==> config.mk <==
export PLATFORM = sky130hd
export DESIGN_NAME = cpu_trap_ctrl
export DESIGN_NICKNAME = d
export VERILOG_FILES = /design/src/rtl/cpu_trap_ctrl.sv
export SDC_FILE = /design/constraint.sdc
export NUM_CORES = 1
export LEC_CHECK = 0
export ABC_AREA = 1
export CAP_MARGIN = 25
export CORE_AREA = 2 2 99 101
export CTS_CLUSTER_DIAMETER = 60
export CTS_CLUSTER_SIZE = 24
export DETAILED_ROUTE_END_ITERATION = 7
export DIE_AREA = 0 0 101 103
export PLACE_DENSITY = 0.74
export SKIP_LAST_GASP = 1
export SYNTH_ARGS = -nofsm -noshare
export SYNTH_HDL_FRONTEND = slang
export SYNTH_SLANG_ARGS = --single-unit
==> constraint.sdc <==
create_clock -name clk -period 2.3 [get_ports clk]
set_clock_uncertainty 0.15 [all_clocks]
set_input_delay 0.23 -clock clk [delete_from_list [all_inputs] [get_ports clk]]
set_output_delay 0.23 -clock clk [all_outputs]
set_load 0.01 [all_outputs]
==> src/rtl/cpu_trap_ctrl.sv <==
// Machine-mode trap sequencer: serialises mepc/mcause/mstatus writes through the
// single CSR write port, redirects fetch to mtvec, and performs the mret mstatus restore.
module cpu_trap_ctrl #(
  parameter int unsigned XLEN = 32
) (
  input  logic            clk,
  input  logic            rst,
  input  logic            instr_valid,
  input  logic [XLEN-1:0] pc,
  input  logic            exception,
  input  logic [1:0]      exception_cause,
  input  logic            mret,
  input  logic            irq,
  input  logic [XLEN-1:0] mstatus,
  input  logic [XLEN-1:0] mtvec,
  output logic            stall,
  output logic            flush,
  output logic            csr_we,
  output logic [11:0]     csr_addr,
  output logic [XLEN-1:0] csr_wdata,
  output logic            redirect,
  output logic [XLEN-1:0] redirect_pc,
  output logic            busy
);

  localparam logic [1:0] EXCAUSE_ECALL         = 2'd0;
  localparam logic [1:0] EXCAUSE_BREAKPOINT    = 2'd1;
  localparam logic [1:0] EXCAUSE_ILLEGAL_INSTR = 2'd2;

  localparam logic [11:0] CSR_MSTATUS = 12'h300;
  localparam logic [11:0] CSR_MEPC    = 12'h341;
  localparam logic [11:0] CSR_MCAUSE  = 12'h342;

  localparam logic [XLEN-1:0] CAUSE_ECALL   = XLEN'(11);
  localparam logic [XLEN-1:0] CAUSE_BREAK   = XLEN'(3);
  localparam logic [XLEN-1:0] CAUSE_ILLEGAL = XLEN'(2);
  localparam logic [XLEN-1:0] CAUSE_MEXT    = (XLEN'(1) << (XLEN-1)) | XLEN'(11);

  typedef enum logic [2:0] {
    IDLE, W_MEPC, W_MCAUSE, W_MSTATUS, REDIRECT, MRET_ST
  } state_t;

  state_t          state_q, state_d;
  logic [XLEN-1:0] epc_q, epc_d;
  logic [XLEN-1:0] cause_q, cause_d;
  logic [XLEN-1:0] mstatus_trap, mstatus_ret, vec_base, vec_off;

  always_ff @(posedge clk or posedge rst) begin
    if (rst) begin
      state_q <= IDLE;
      epc_q   <= '0;
      cause_q <= '0;
    end else begin
      state_q <= state_d;
      epc_q   <= epc_d;
      cause_q <= cause_d;
    end
  end

  // mstatus images for trap entry and mret return
  always_comb begin
    mstatus_trap        = mstatus;
    mstatus_trap[7]     = mstatus[3];
    mstatus_trap[3]     = 1'b0;
    mstatus_trap[12:11] = 2'b11;
    mstatus_ret         = mstatus;
    mstatus_ret[3]      = mstatus[7];
    mstatus_ret[7]      = 1'b1;
    mstatus_ret[12:11]  = 2'b11;
  end

  // Vectored offset only applies to interrupts with mtvec mode 01
  always_comb begin
    vec_base = {mtvec[XLEN-1:2], 2'b00};
    vec_off  = '0;
    if (mtvec[1:0] == 2'b01 && cause_q[XLEN-1])
      vec_off = XLEN'({cause_q[XLEN-2:0], 2'b00});
  end

  always_comb begin
    state_d     = state_q;
    epc_d       = epc_q;
    cause_d     = cause_q;
    stall       = 1'b0;
    flush       = 1'b0;
    csr_we      = 1'b0;
    csr_addr    = '0;
    csr_wdata   = '0;
    redirect    = 1'b0;
    redirect_pc = '0;
    busy        = (state_q != IDLE);

    unique case (state_q)
      IDLE: begin
        if (instr_valid) begin
          if (exception) begin
            stall   = 1'b1;
            flush   = 1'b1;
            epc_d   = pc;
            state_d = W_MEPC;
            case (exception_cause)
              EXCAUSE_ECALL:         cause_d = CAUSE_ECALL;
              EXCAUSE_BREAKPOINT:    cause_d = CAUSE_BREAK;
              EXCAUSE_ILLEGAL_INSTR: cause_d = CAUSE_ILLEGAL;
              default:               cause_d = CAUSE_ILLEGAL;
            endcase
          end else if (irq && mstatus[3]) begin
            stall   = 1'b1;
            flush   = 1'b1;
            epc_d   = pc;
            cause_d = CAUSE_MEXT;
            state_d = W_MEPC;
          end else if (mret) begin
            state_d = MRET_ST;
          end
        end
      end
      W_MEPC: begin
        stall     = 1'b1;
        csr_we    = 1'b1;
        csr_addr  = CSR_MEPC;
        csr_wdata = epc_q;
        state_d   = W_MCAUSE;
      end
      W_MCAUSE: begin
        stall     = 1'b1;
        csr_we    = 1'b1;
        csr_addr  = CSR_MCAUSE;
        csr_wdata = cause_q;
        state_d   = W_MSTATUS;
      end
      W_MSTATUS: begin
        stall     = 1'b1;
        csr_we    = 1'b1;
        csr_addr  = CSR_MSTATUS;
        csr_wdata = mstatus_trap;
        state_d   = REDIRECT;
      end
      REDIRECT: begin
        stall       = 1'b1;
        redirect    = 1'b1;
        redirect_pc = vec_base + vec_off;
        state_d     = IDLE;
      end
      MRET_ST: begin
        stall     = 1'b1;
        csr_we    = 1'b1;
        csr_addr  = CSR_MSTATUS;
        csr_wdata = mstatus_ret;
        state_d   = IDLE;
      end
      default: state_d = IDLE;
    endcase
  end

endmodule

# Word level (Yosys, flattened, before mapping)
# Index checks and enable logic that the tools add are counted.
# totals
regBits,67
latch_bits,0
ramBits,0
romBits,0
in_bits,104
wordCells,45
mem_count,0
# op_classes
add_sub_neg,1
mul,0
n_div,0
order_cmp,0
n_eq_ne,9
shifts,0
mux,21
bitwise_logic,0
n_reduce_logical,11
# op_table
op,count
$mux W32,6
$pmux W32 S4,1
$add A32 B32 Y32,1
$pmux W10 S3,1
$mux W3,4
$pmux W3 S4,1
$pmux W4 S2,1
$eq A3 B2 Y1 const B,2
$eq A3 B3 Y1 const B,2
$mux W1,6
$reduce_or A5 Y1,1
$eq A2 B1 Y1 const B,2
$ne A4 B4 Y1 const B,1
$reduce_or A4 Y1,1
$eq A3 B1 Y1 const B,1
$logic_not A3 Y1,1
$reduce_and A3 Y1,1
$reduce_bool A3 Y1,1
$logic_and A1 B1 Y1,2
$logic_not A2 Y1,1
$ne A2 B2 Y1 const B,1
$pmux W1 S2,1
$reduce_and A2 Y1,1
$reduce_bool A2 Y1,1
$reduce_or A2 Y1,1

# Logic depth before layout (Yosys ltp)
# Gate-level depths: netlist (run 1).
# logic_depth
word_depth,5
ltp_mapped,14
ltp_nobuf,14

# Worst setup path before layout (run 1)
# No wires, ideal clock.
# synth_path
kind,flip-flop to output port
from,register cause_q[31]
to,output redirect_pc[28]
t_arrival_ns,1.960
required_time_ns,1.920
setup_slack_ns,-0.040
path_stages_with_launch,15
cell_sequence,dfrtp_1 -> nand2_1 -> nor2_1 -> inv_1 -> nor2_1 -> ha_1 -> inv_1 -> fa_1 -> o21bai_4 -> nand2_4 -> nor2_2 -> nand2_1 -> nand2_1 -> nand2_1 -> nor2_1
# synth_via
elab_chain_cells,4
# synth_rtl
element,line_no,rtl
start: declaration,45,"logic [XLEN-1:0] cause_q, cause_d;"
start signal: assignment,56,cause_q <= cause_d;
$logic_and A1 B1 Y1,76,if (mtvec[1:0] == 2'b01 && cause_q[XLEN-1])
$mux W32,76,
$add A32 B32 Y32,142,redirect_pc = vec_base + vec_off;
$mux W32,93,unique case (state_q)
end: declaration,22,"output logic [XLEN-1:0] redirect_pc,"
# No other way between the ends.

# Final worst setup path (run 1)
# layout_path
from,register cause_q[31]
to,output redirect_pc[30]
# Same word-level chain as after synthesis.

==> flow_metrics.env, run 1 <==
export IMPL_hold_ws_ns=0.203
export IMPL_std_cell_rows=36
export IMPL_setup_tns_ns=-10.61
export IMPL_number_of_clock_buffers_inserted_by_tritoncts=5
export IMPL_timing_critical_path_max_delay_family="simple AND/OR/NAND/NOR gates"
export IMPL_port_buffer_count=173
export IMPL_crit_buf_inv=4
export IMPL_synth_seq_area_share=0.303
export IMPL_top_level_ports=185
export IMPL_nNetsFinal=855
export IMPL_synth_largest_type_area_fraction=0.303
export IMPL_clock_tree_root_cell="sky130_fd_sc_hd__clkbuf_8"
export IMPL_max_cap_viol_count=0
export IMPL_async_reset_ff_frac=1.00
export IMPL_seq_area_um2=978
export IMPL_clkSlewWorstSetupHoldPaths_ns=0.08
export IMPL_grt_pass1_vias=4153
export IMPL_layout_common_cells="sky130_fd_sc_hd__nand2_1 (111), sky130_fd_sc_hd__clkdlybuf4s50_1 (109), sky130_fd_sc_hd__o21ai_0 (92)"
export IMPL_fp_dieArea_um2=10400
export IMPL_synthesis_area_um2=3220
export IMPL_vdd_drop_max_mv=0.601
export IMPL_drcViolationCount=0
export IMPL_initial_core_util=0.341
export IMPL_route_final_wire_length_um=12300
export IMPL_layout_worst_path_cycle_share=1.24
export IMPL_final_hold_violation_count=0
export IMPL_firstDrtPassIters=5
export IMPL_design_area_um2=5820
export IMPL_fin_crit_ns=2.85
export IMPL_number_of_antenna_violations_at_the_first_check_in_global_routing=0
export IMPL_pwr_density_cell_nw_per_um2=826
export IMPL_violations="negative setup slack"
export IMPL_worstReg2RegEnd="epc_q[15]$_DFFE_PP0P_"
export IMPL_grt_start_max_net_pins=40
export IMPL_cts_path_max_buffers=2
export IMPL_worst_ep_required_time_ns=1.92
export IMPL_worstHoldPathType="primary input to async pin"
export IMPL_setup_viol_count_final=29
export IMPL_crit_path_start_kind="flop"
export IMPL_synth_edff_count=0
export IMPL_multi_input_area_um2=2150
export IMPL_fp_dieW_um=101
export IMPL_total_global_route_track_usage=0.234
export IMPL_reg2regPathDepth=7
export IMPL_clock_insertion_delay_worst_skew_ns=0.29
export IMPL_max_stage_delay_on_crit_path_ns=0.40
export IMPL_cts_htree_levels=2
export IMPL_dr_first_iter_drc_count=128
export IMPL_slew_viol_final=0
export IMPL_path_max_fanout=3
export IMPL_detailedPlacementHpwl_um=9010
export IMPL_max_freq_ghz=0.350
export IMPL_synth_cell_type_count=34
export IMPL_syn2layout_area_growth_pct=80.7
export IMPL_timing_critical_path_slowest_stage_cell="sky130_fd_sc_hd__dfrtp_1"
export IMPL_syn_area_per_cell_um2=6.26
export IMPL_worst_r2r_setup_slack_ns=0.57
export IMPL_grt_first_pass_wirelength_um=19400
export IMPL_synth_flop_cell="sky130_fd_sc_hd__dfrtp_1"
export IMPL_postSynthCellCount=515
export IMPL_power_leakage_uw=0.00278
export IMPL_setup_slack_of_the_critical_path_after_layout_ns=-0.555
export IMPL_fillerInstances=870
export IMPL_cp_arrival_ns=2.47
export IMPL_rsz0062_at_grt="yes"
export IMPL_ffs_latches_synth=39
export IMPL_hold_buffers=0
export IMPL_globalplace_congestion=0.904
export IMPL_crit_chain="nand2_1, nor2_2, inv_2, nor2_4, ha_4, inv_2, fa_2, nor2_4, nor2_2, nor2_4, buf_6, nand2_1, nand2_1, nand2_1, nor2_1, buf_2"
export IMPL_global_route_overflow_total=0
export IMPL_layout_core_utilization=0.616
export IMPL_post_layout_total_power_uw=4810
export IMPL_die_height_um=103
export IMPL_synth_area_leaders="sky130_fd_sc_hd__dfrtp_1 (30%), sky130_fd_sc_hd__nand2_1 (15%), sky130_fd_sc_hd__o21ai_0 (15%), sky130_fd_sc_hd__nor2_1 (9.1%), sky130_fd_sc_hd__inv_1 (7.9%)"
export IMPL_synthDominantAreaCellType="sky130_fd_sc_hd__dfrtp_1"
export IMPL_via_per_inst=4.87
export IMPL_route_vias_total=4194
export IMPL_status="finished with violations"
export IMPL_cts_num_sinks=39
export IMPL_antenna_violating_nets_post_route=0
export IMPL_antenna_cells=0
export IMPL_detailed_place_area_um2=5330
export IMPL_tritoncts="built"
export IMPL_crit_reg2reg_launch="state_q[0]$_DFFE_PP0P_"
export IMPL_final_layout_size_suffix_gt1_frac=0.272
export IMPL_yosys_warnings=0
export IMPL_placeableCoreArea_um2=9460
export IMPL_cpMostUsedCell="sky130_fd_sc_hd__nand2_1"
export IMPL_layout_cells_most_common="sky130_fd_sc_hd__nand2_1"
export IMPL_critPathKind="flop to output port"
export IMPL_detail_route_wl_per_cell_um=14.2
export IMPL_critPathCaptureType="output port"
layout make-up:
| type | instances | share of cell area |
|---|---|---|
| clock buffer | 5 | 0.0118 |
| clock inverter | 2 | 0.00645 |
| tap | 114 | 0.0245 |
| timing repair buffer | 247 | 0.374 |
| sequential | 39 | 0.168 |
| inverter | 70 | 0.0458 |
| multi-input combinational | 384 | 0.369 |
worst min-delay path, cell delays in order:
cell and delay, ns:
sky130_fd_sc_hd__clkdlybuf4s50_1 0.40, sky130_fd_sc_hd__inv_1 0.05, sky130_fd_sc_hd__buf_4 0.41
how the worst max path moves through the flow:
stage,to,startpoint,cells past startpoint,slack [ns]
final,redirect_pc[30],cause_q[31]$_DFFE_PP0P_,16,-0.55
after global routing,redirect_pc[30],cause_q[31]$_DFFE_PP0P_,16,-0.76
after CTS,redirect_pc[20],cause_q[31]$_DFFE_PP0P_,15,-0.63
after detailed placement,redirect_pc[22],mtvec[0],14,-1.0
after global placement,redirect_pc[22],mtvec[0],14,-0.87
after floorplan,redirect_pc[28],cause_q[31]$_DFFE_PP0P_,14,0.07
power breakdown:
group / leakage, uW / total (uW) / internal (uW) / switching (uW)
registers: 0.000470 / 1150 / 1020 / 137
clock network: 0.0000502 / 559 / 317 / 242
logic: 0.00226 / 3100 / 1410 / 1690
total: 0.00278 / 4810 / 2740 / 2070
per-layer routing:
metal / wire (um) / GRT usage / vias to the layer above
met5: 0 / 0 / -
met4: 204 / 0.0655 / 0
met3: 1140 / 0.0590 / 19
met2: 6130 / 0.431 / 178
met1: 4790 / 0.268 / 1930
li1: - / - / 2067
metrics by stage:
stage          setup WS, ns  cells
2_1_floorplan        0.0668    523
3_3_place_gp         -0.874    829
3_5_place_dp         -0.998    829
4_1_cts              -0.631    855
5_1_grt              -0.763    861
6_report             -0.555    861
registers in the layout, indices dropped and copies added, names as in the netlist:
signal and cells:
cause_q 4, state_q 3, epc_q 32
cells in the mapped netlist, types with 4 or more instances:
| cell | count |
|---|---|
| sky130_fd_sc_hd__o21ai_1 | 5 |
| sky130_fd_sc_hd__buf_2 | 6 |
| sky130_fd_sc_hd__o21ai_0 | 94 |
| sky130_fd_sc_hd__dfrtp_1 | 39 |
| sky130_fd_sc_hd__o221ai_1 | 4 |
| sky130_fd_sc_hd__nand2_2 | 6 |
| sky130_fd_sc_hd__buf_4 | 15 |
| sky130_fd_sc_hd__nand2_1 | 126 |
| sky130_fd_sc_hd__a21oi_1 | 14 |
| sky130_fd_sc_hd__inv_1 | 68 |
| sky130_fd_sc_hd__clkbuf_1 | 4 |
| sky130_fd_sc_hd__nor2_1 | 78 |
| sky130_fd_sc_hd__nand3_1 | 19 |
kinds of logic (layout without fill, tap and decap cells):
group           Yosys count  after routing  share of synthesized area
compound gates          123            123                      0.204
xor+xnor                  5              5                     0.0136
fa+ha+maj                 4              4                     0.0179
buf+inv                 100            324                      0.142
flops                    39             39                      0.303
other cells               1              9                    0.00116
simple gates            243            243                      0.318
repair_timing:
item,4_1_cts,5_1_grt
resized for setup,212,74
gates cloned,1,0
setup buffers,19,10
setup endpoints to repair,62,53
pin swaps,33,36
No activity file was read; power rests on OpenSTA's default activity.
==> run 2, diff against run 1 <==
Settings changed: ABC_AREA 1 to unset, CAP_MARGIN 25 to unset, CORE_AREA 2 2 99 101 to 2 2 96 98, CTS_BUF_LIST set to sky130_fd_sc_hd__clkbuf_2 sky130_fd_sc_hd__clkbuf_4 sky130_fd_sc_hd__clkbuf_8, DIE_AREA 0 0 101 103 to 0 0 98 100, PLACE_DENSITY 0.74 to 0.76.
==> run 2 against run 1 <==
Effect of this change:
- the run still ends with negative setup slack left
- cell area is 4.9% lower
- via count is 14% lower
- non-clock buffer count grew 9
- utilization is 0.75 points higher
- worst setup slack got worse by 0.32 ns
- die area shrank 5.8%
- global-route usage shrank 0.48 points
- hold slack worse by 0.049 ns
- area after synthesis down 6.3%
- flip-flop and latch count is the same
- count of clock-buffer cells in the layout increased by 1
- largest power group unchanged
- highest routed layer unchanged
==> flow_metrics.env, run 2 <==
export IMPL_synthAdderAreaFrac=0.0191
export IMPL_synth_cell_type_count=50
export IMPL_power_leakage_uw=0.00276
export IMPL_tritoncts="built"
export IMPL_cts_num_sinks=39
export IMPL_global_route_overflow_total=0
export IMPL_port_buffer_count=173
export IMPL_number_of_clock_buffers_inserted_by_tritoncts=5
export IMPL_cts_path_max_buffers=2
export IMPL_worstHoldPathType="primary input to async pin"
export IMPL_hold_buffers=0
export IMPL_critPathKind="flop to output port"
export IMPL_layout_common_cells="sky130_fd_sc_hd__nand2_1 (109), sky130_fd_sc_hd__clkdlybuf4s50_1 (108), sky130_fd_sc_hd__buf_4 (58)"
export IMPL_yosys_warnings=0
export IMPL_nNetsFinal=722
export IMPL_std_cell_rows=35
export IMPL_synth_simple_area_share=0.332
export IMPL_final_layout_size_suffix_gt1_frac=0.325
export IMPL_grt_first_pass_wirelength_um=18200
export IMPL_reg2regPathDepth=9
export IMPL_fillerInstances=740
export IMPL_cts_htree_levels=2
export IMPL_async_reset_ff_frac=1.00
export IMPL_registers_top_by_ff_count="epc_q"
export IMPL_yosys_top_cells_count="sky130_fd_sc_hd__nand2_1 (112), sky130_fd_sc_hd__dfrtp_1 (39), sky130_fd_sc_hd__nor2_1 (31), sky130_fd_sc_hd__a22o_1 (25), sky130_fd_sc_hd__xnor2_1 (13)"
export IMPL_clock_tree_root_cell="sky130_fd_sc_hd__clkbuf_8"
export IMPL_crit_path_start_kind="flop"
export IMPL_synth_edff_count=0
export IMPL_antenna_cells=0
export IMPL_largest_register_ffs=32
export IMPL_synthesis_area_um2=3020
export IMPL_syn2layout_area_growth_pct=83.4
export IMPL_total_global_route_track_usage=0.229
export IMPL_critPathCaptureType="output port"
export IMPL_grt_pass1_vias=3719
export IMPL_fp_dieW_um=98
export IMPL_synth_seq_area_share=0.323
export IMPL_layout_cells_most_common="sky130_fd_sc_hd__nand2_1"
export IMPL_synth_compound_area_share=0.143
export IMPL_via_per_inst=4.97
export IMPL_layout_worst_path_cycle_share=1.38
export IMPL_setup_slack_of_the_critical_path_after_layout_ns=-0.877
export IMPL_path_max_fanout=3
export IMPL_synth_area_leaders="sky130_fd_sc_hd__dfrtp_1 (32%), sky130_fd_sc_hd__nand2_1 (14%), sky130_fd_sc_hd__a22o_1 (7.2%), sky130_fd_sc_hd__nor2_1 (3.9%), sky130_fd_sc_hd__xnor2_1 (3.8%)"
export IMPL_grt_start_max_net_pins=38
export IMPL_setup_viol_count_final=29
export IMPL_biggestRegsByFlops="epc_q (32), cause_q (4), state_q (3)"
export IMPL_final_hold_violation_count=0
export IMPL_synth_mux_area_frac=0.0112
export IMPL_synth_top_family_by_area="simple AND/OR/NAND/NOR gates"
export IMPL_detail_route_wl_per_cell_um=16.2
export IMPL_ffs_latches_synth=39
export IMPL_status="finished with violations"
export IMPL_vdd_drop_max_mv=0.519
export IMPL_number_of_antenna_violations_at_the_first_check_in_global_routing=0
export IMPL_fp_dieArea_um2=9800
export IMPL_synth_flop_cell="sky130_fd_sc_hd__dfrtp_1"
export IMPL_max_cap_viol_count=0
export IMPL_dr_first_iter_drc_count=143
export IMPL_synthDominantAreaCellType="sky130_fd_sc_hd__dfrtp_1"
export IMPL_pwr_density_cell_nw_per_um2=851
export IMPL_max_freq_ghz=0.315
export IMPL_detailedPlacementHpwl_um=7890
export IMPL_globalplace_congestion=0.937
export IMPL_clkSlewWorstSetupHoldPaths_ns=0.08
export IMPL_postSynthCellCount=378
export IMPL_synth_largest_type_area_fraction=0.323
export IMPL_cp_arrival_ns=2.80
export IMPL_syn_area_per_cell_um2=7.99
export IMPL_post_layout_total_power_uw=4710
export IMPL_worst_ep_required_time_ns=1.92
export IMPL_fin_crit_ns=3.18
export IMPL_placeableCoreArea_um2=8890
export IMPL_post_synth_top_count_cell="sky130_fd_sc_hd__nand2_1"
export IMPL_route_final_wire_length_um=11800
export IMPL_top_level_ports=185
export IMPL_violations="negative setup slack"
export IMPL_clock_insertion_delay_worst_skew_ns=0.29
export IMPL_worst_setup_timing_slack_at_the_placement_stage_ns=-1.21
export IMPL_drcViolationCount=0
export IMPL_route_vias_total=3610
export IMPL_slew_viol_final=0
export IMPL_initial_core_util=0.340
export IMPL_die_height_um=100
export IMPL_antenna_violating_nets_post_route=0
export IMPL_rsz0062_at_grt="yes"
export IMPL_fraction_of_synthesized_cell_area_in_xor_and_xnor_cells=0.0725
export IMPL_firstDrtPassIters=4
## run 2: changes by cell type after synthesis, moves of 11 or more
| cell | delta |
|---|---|
| sky130_fd_sc_hd__o21ai_0 | -83 |
| sky130_fd_sc_hd__a22o_1 | +25 |
| sky130_fd_sc_hd__nor2_1 | -47 |
| sky130_fd_sc_hd__inv_1 | -59 |
| sky130_fd_sc_hd__nand2_1 | -14 |
| sky130_fd_sc_hd__xnor2_1 | +11 |
| sky130_fd_sc_hd__nand3_1 | -11 |
## run 2: critical path: stages (launching register included)
cell,delay [ns]
sky130_fd_sc_hd__dfrtp_1,0.39
sky130_fd_sc_hd__and3b_2,0.24
sky130_fd_sc_hd__and2_4,0.15
sky130_fd_sc_hd__ha_4,0.13
sky130_fd_sc_hd__inv_2,0.04
sky130_fd_sc_hd__fa_2,0.33
sky130_fd_sc_hd__and3b_2,0.26
sky130_fd_sc_hd__o211ai_1,0.16
sky130_fd_sc_hd__buf_4,0.18
sky130_fd_sc_hd__or3_4,0.38
sky130_fd_sc_hd__a21oi_2,0.11
sky130_fd_sc_hd__buf_2,0.14
## run 2: per-stage QoR
step	utilization	hold slack (ns)	TNS, ns	cells	area [um2]
2_1_floorplan	-	0.176	-1.28	386	3060
4_1_cts	0.620	0.185	-16.68	724	5510
3_5_place_dp	0.573	0.316	-29.52	687	5090
5_1_grt	0.623	0.191	-21.76	726	5540
6_report	0.623	0.154	-19.46	726	5540
3_3_place_gp	0.573	0.310	-27.06	687	5090
## run 2: metal layers
layer / vias to the layer above / global-route usage / share of wire
met1: 1679 / 0.263 / 0.38
met3: 25 / 0.0508 / 0.085
met4: 0 / 0.0598 / 0.021
li1: 1719 / - / -
met2: 187 / 0.430 / 0.51
met5: - / 0 / 0
## run 2: kinds of logic (layout without fill, tap and decap cells)
group	after synthesis	count (layout)
AO/OA/AOI/OAI	57	58
XOR/XNOR	25	25
adder cells (fa/ha/maj)	4	4
buffers and inverters	46	274
flip-flops	39	39
multiplexers	3	3
other	1	9
AND/OR/NAND/NOR	203	203
## run 2: timing repair
action / CTS / global route
buffers inserted: 27 / 7
gates cloned: 3 / 0
resized for setup: 212 / 54
setup endpoints to repair: 68 / 57
pin swaps: 38 / 38
## run 2: final timing paths
check                                        startpoint  slack, ns                      to
worst min-delay path                                rst       0.15    epc_q[4]$_DFFE_PP0P_
max in group asynchronous                           rst       1.61   epc_q[26]$_DFFE_PP0P_
min in group clk                                 pc[21]       0.31   epc_q[21]$_DFFE_PP0P_
worst max-delay path            cause_q[31]$_DFFE_PP0P_      -0.88         redirect_pc[24]
worst min register to register    epc_q[31]$_DFFE_PP0P_       0.34   epc_q[31]$_DFFE_PP0P_
worst max register to register   state_q[1]$_DFFE_PP0P_       0.16  cause_q[3]$_DFFE_PP0P_
## run 2: power by group
| part | internal, uW | leakage [uW] | total (uW) | switching (uW) |
|---|---|---|---|---|
| clock | 224 | 0.0000446 | 472 | 248 |
| combinational | 1560 | 0.00223 | 3020 | 1460 |
| sequential | 997 | 0.000477 | 1220 | 219 |
| total | 2780 | 0.00276 | 4710 | 1930 |
## run 2: final cells by class
class,instances,area [um2],share of cell area
flip-flops and latches,39,978,0.177
inverters,10,45.0,0.00813
well taps,111,139,0.0251
repair buffers,256,2260,0.409
clock buffers,6,76.3,0.0138
multi-input cells,302,2020,0.365
clock inverters,2,12.5,0.00226
